### src/rtl/shift_sequencer.sv
// Multicycle sequencer for the R-type shift unit.
// Accepts an op/amount on a start pulse in IDLE, issues one LOAD cycle,
// then as many SHIFT passes as the amount needs (each at most STEP_MAX),
// then a WRITE cycle that commits the result. Illegal ops go to FAULT.
// All outputs are a Moore decode of registered state, so no input reaches
// an output combinationally.
module shift_sequencer #(
  parameter int STEP_MAX = 8
) (
  input  logic       Clk,
  input  logic       Reset,
  input  logic       start,
  input  logic [2:0] op,
  input  logic [4:0] shamt,
  input  logic [4:0] rs_amt,
  output logic       shift_reset,
  output logic [2:0] shift_funct,
  output logic [4:0] shift_n,
  output logic       busy,
  output logic       rd_write,
  output logic       done,
  output logic       err,
  output logic [2:0] state_out
);

  typedef enum logic [2:0] {
    S_CLEAR = 3'd0,
    S_IDLE  = 3'd1,
    S_LOAD  = 3'd2,
    S_SHIFT = 3'd3,
    S_WRITE = 3'd4,
    S_FAULT = 3'd5
  } state_t;

  localparam logic [4:0] STEP_L = 5'(STEP_MAX);

  localparam logic [2:0] F_HOLD = 3'b000;
  localparam logic [2:0] F_LOAD = 3'b001;
  localparam logic [2:0] F_SHL  = 3'b010;
  localparam logic [2:0] F_SHRL = 3'b011;
  localparam logic [2:0] F_SHRA = 3'b100;

  state_t     state_q;
  logic [2:0] op_q;
  logic [4:0] amt_q;
  logic [4:0] rem_q;
  logic [4:0] step;

  // Distance of one pass: the remaining amount, saturated at what the
  // shift unit can do at once. Never exceeds rem, so rem cannot underflow.
  function automatic logic [4:0] sat_step(input logic [4:0] rem);
    return (rem > STEP_L) ? STEP_L : rem;
  endfunction

  assign step = sat_step(rem_q);

  // State, latched operands and the remaining-distance counter.
  always_ff @(posedge Clk) begin
    if (Reset) begin
      state_q <= S_CLEAR;
      op_q    <= '0;
      amt_q   <= '0;
      rem_q   <= '0;
    end else begin
      case (state_q)
        S_CLEAR: state_q <= S_IDLE;
        S_IDLE: begin
          if (start) begin
            if (op <= 3'd5) begin
              op_q    <= op;
              amt_q   <= (op < 3'd3) ? shamt : rs_amt;
              state_q <= S_LOAD;
            end else begin
              state_q <= S_FAULT;
            end
          end
        end
        S_LOAD: begin
          rem_q   <= amt_q;
          state_q <= (amt_q == 5'd0) ? S_WRITE : S_SHIFT;
        end
        S_SHIFT: begin
          rem_q <= rem_q - step;
          if (rem_q == step) state_q <= S_WRITE;
        end
        S_WRITE: state_q <= S_IDLE;
        S_FAULT: state_q <= S_IDLE;
        default: state_q <= S_CLEAR;
      endcase
    end
  end

  // Moore output decode from registered state, latched op and counter.
  always_comb begin
    shift_reset = 1'b0;
    shift_funct = F_HOLD;
    shift_n     = 5'd0;
    busy        = 1'b0;
    rd_write    = 1'b0;
    done        = 1'b0;
    err         = 1'b0;
    state_out   = state_q;
    case (state_q)
      S_CLEAR: shift_reset = 1'b1;
      S_LOAD: begin
        shift_funct = F_LOAD;
        busy        = 1'b1;
      end
      S_SHIFT: begin
        busy    = 1'b1;
        shift_n = step;
        case (op_q)
          3'd0, 3'd3: shift_funct = F_SHL;
          3'd1, 3'd4: shift_funct = F_SHRL;
          default:    shift_funct = F_SHRA;
        endcase
      end
      S_WRITE: begin
        busy     = 1'b1;
        rd_write = 1'b1;
        done     = 1'b1;
      end
      S_FAULT: begin
        busy = 1'b1;
        done = 1'b1;
        err  = 1'b1;
      end
      default: ;
    endcase
  end

endmodule
### config.mk
export PLATFORM = sky130hd
export DESIGN_NAME = shift_sequencer
export DESIGN_NICKNAME = d
export VERILOG_FILES = /design/src/rtl/shift_sequencer.sv
export SDC_FILE = /design/constraint.sdc
export NUM_CORES = 1
export LEC_CHECK = 0
export BUFFER_PORTS_ARGS = -buffer_cell sky130_fd_sc_hd__buf_2
export CAP_MARGIN = 40
export CORE_AREA = 2 2 51 53
export CTS_CLUSTER_DIAMETER = 100
export CTS_CLUSTER_SIZE = 14
export DETAILED_ROUTE_END_ITERATION = 7
export DIE_AREA = 0 0 53 55
export GPL_ROUTABILITY_DRIVEN = 0
export PLACE_DENSITY = 0.71
export SLEW_MARGIN = 20
export SYNTH_ARGS = -nofsm -noshare
export SYNTH_HDL_FRONTEND = slang
export SYNTH_SLANG_ARGS = --single-unit
export TNS_END_PERCENT = 5
### constraint.sdc
create_clock -name Clk -period 1.2 [get_ports Clk]
set_input_delay 0.12 -clock Clk [delete_from_list [all_inputs] [get_ports Clk]]
set_output_delay 0.12 -clock Clk [all_outputs]
set_load 0.01 [all_outputs]
==> out/summary.txt <==
status: finished with violations
failing checks: negative setup slack
Adder-Cell Fraction of Synth Area: 2.48%
Rows: 18
P_leak: 0.664 nW
area growth from synthesis to layout: 45.8%
CP startpoint: state_out[2]
via count: 1009
first-pass GRT wire length: 4220 µm
most frequent cells in the layout: buf_2, buf_4, nor2_1, dfxtp_1, mux2i_1
reg-to-reg startpoint: state_out[1]
initial antenna violation count: 0
CP max stage cell: dfxtp_4
Async S/R FF share, synth: 0%
vias in the first global route: 1010
syn_area_per_cell: 8.50 µm²
mux contribution to synthesized area: 9.90%
PD cells: 990 nW/µm²
Sw Ratio: 33.1%
I/O Buffers: 30
hold buffer count at CTS: 0
min Tclk post-route: 1410 ps
GRT Overall Usage: 20.3%
EDFF count, synth: 0
Ports: 32
Post-Synthesis Cells: 119
number of synthesized register bits: 16
Max Slew Vio Count: 0
chip width: 53 µm
worst path cell trace: buf_4 > nor3_4 > and2_4 > buf_6
Final setup viols: 25
Req. time, crit path: 1080 ps
CP endpoint kind: output pin
sequential share of the synthesized area: 31.7%
H-tree depth: 1
1st-iter DRT viols: 14
peak supply drop: 743 µV
yosys warns: 0
Synth Area in XOR/XNOR: 0.866%
Final Util: 62.3%
arrival time at the worst endpoint: 1290 ps
Synth Area in Compound Gates: 21.8%
initial core utilization: 42.8%
Comb power frac: 38.1%
DR WL/cell: 12.7 µm
Yosys cell types: 38
RSZ-0062 raised after global routing: true
CTS tree: yes
final WL: 2570 µm
HP Start: op[0]
Max Cap Viol: 0
Sequential Power Share: 42.7%
placed wire-length estimate: 1930 µm
critical path's largest stage delay: 380 ps
Crit Path Max Fanout: 4
clk buf depth: 2
# DRC: 0
Max Freq: 711 MHz
via/cell ratio: 5.00
Core Region: 2360 µm²
Nets: 192
gr ovfl total: 0
n_diodes: 0
non-filler cells, final: 202
Final Hold Violating Endpoints: 0
Pwr Total: 1.46 mW
ys flop type: dfxtp_1
CP delay by family, top: flip-flops
DIE HEIGHT: 55 µm
clock share of power: 19.3%
Post-Synth Simple-Gate Area: 25.0%
Antenna Nets Post-Route: 0
P_sw: 483 µW
element type at the critical path start: flip-flop
final setup margin: -206 ps
largest family of logic cells by synthesized area: simple AND/OR/NAND/NOR gates
final period utilization: 117%
clock sinks: 16
P_int: 976 µW
worst hold slack: 89.3 ps
worst hold path class: in2reg
commonest non-fill, non-tap cell in the layout: buf_2
Root Driver: clkbuf_4
Synth Cell Area: 1010 µm²
Max Clock Skew: 9.86 ps
dpl cells: 197
DIE AREA: 2920 µm²
critical path type: reg2out
Worst Path Buf+Inv: 2
TritonRoute pass-1 iters: 6
worst slack, placed: -173 ps
Clock transition at path regs: 100 ps
largest net degree at the start of global routing: 18
later-pin clock latency in the skew report: 280 ps
fraction of layout instances using a drive strength above 1: 49.4%
Inserted Clock Buffers: 3
## cells in the mapped netlist, types with 2 or more instances
master | instances | area share (%)
nand2_1 | 6 | 2.2
nor3_1 | 3 | 1.5
o21ai_0 | 5 | 2.5
a211oi_2 | 5 | 6.2
mux2i_1 | 10 | 9.9
buf_4 | 2 | 1.5
and2_1 | 4 | 2.5
ha_1 | 2 | 2.5
inv_1 | 3 | 1.1
a21oi_1 | 6 | 3.0
nor2_1 | 20 | 7.4
a311oi_1 | 2 | 1.7
nor2b_1 | 3 | 1.9
clkbuf_1 | 2 | 0.74
nand2b_1 | 3 | 1.9
dfxtp_1 | 16 | 32
o21ai_1 | 2 | 0.99
conb_1 | 2 | 0.74
nand3b_1 | 2 | 1.5
buf_6 | 3 | 3.3
## what timing repair did
| item | 4_1_cts | 5_1_grt |
|---|---|---|
| resized for setup | 25 | 7 |
| pin swaps | 8 | 4 |
| endpoints found under the setup margin | 28 | 27 |
| setup buffers | 2 | 0 |
## power groups by stage
stage | registers, mW | clock network (mW) | logic (mW)
3_5_place_dp | 0.626 | 0 | 0.468
5_1_grt | 0.628 | 0.317 | 0.606
3_3_place_gp | 0.623 | 0 | 0.461
4_1_cts | 0.621 | 0.284 | 0.531
2_1_floorplan | 0.624 | 0 | 0.289
6_report | 0.622 | 0.281 | 0.556
## cells by family after synthesis
kind of cell    after synthesis
compound gates               29
xor+xnor                      1
fa+ha+maj                     2
buf+inv                      12
flops                        16
mux                          10
other cells                   2
simple gates                 47
## final timing paths
check	to	slack, ps	cells past startpoint
worst max-delay path	shift_n[2]	-210	4
worst min-delay path	op_q[0]	90	3
worst max register to register	op_q[1]	-170	5
worst min register to register	op_q[1]	550	2
## metrics by stage
step | instance area [µm²] | setup TNS (ps)
floorplan | 1010 | -2180
detailed placement | 1330 | -2260
finish | 1470 | -3260
global placement | 1330 | -1150
CTS | 1460 | -3590
global route | 1470 | -5300
## layout make-up
cell class,count,area (µm²)
Fill cell,220,891
Inverter,3,11.3
Timing Repair Buffer,58,385
Tap cell,30,37.5
Clock buffer,3,22.5
Sequential cell,16,330
Multi-Input combinational cell,92,687
## worst reg2reg max path: cells and delay by family, from the launching register on
kind                   cells  cell delay (ps)
buffers and inverters      2              350
DFF                        1              350
muxes                      1              180
and+or+nand+nor            2              380
## flip-flops by register name (all words and copies together), names as in the netlist
name,flops
amt_q,5
op_q,3
rem_q,5
state_out,3
## layer usage
metal	part of all wire (%)	GRT usage (%)	vias to the layer above
met2	50	35.8	31
met3	4.5	3.49	6
li1	-	-	526
met1	43	23.4	446
met5	0	0	-
met4	2.1	11.1	0
Note: power is estimated with default switching activity, not from simulation.
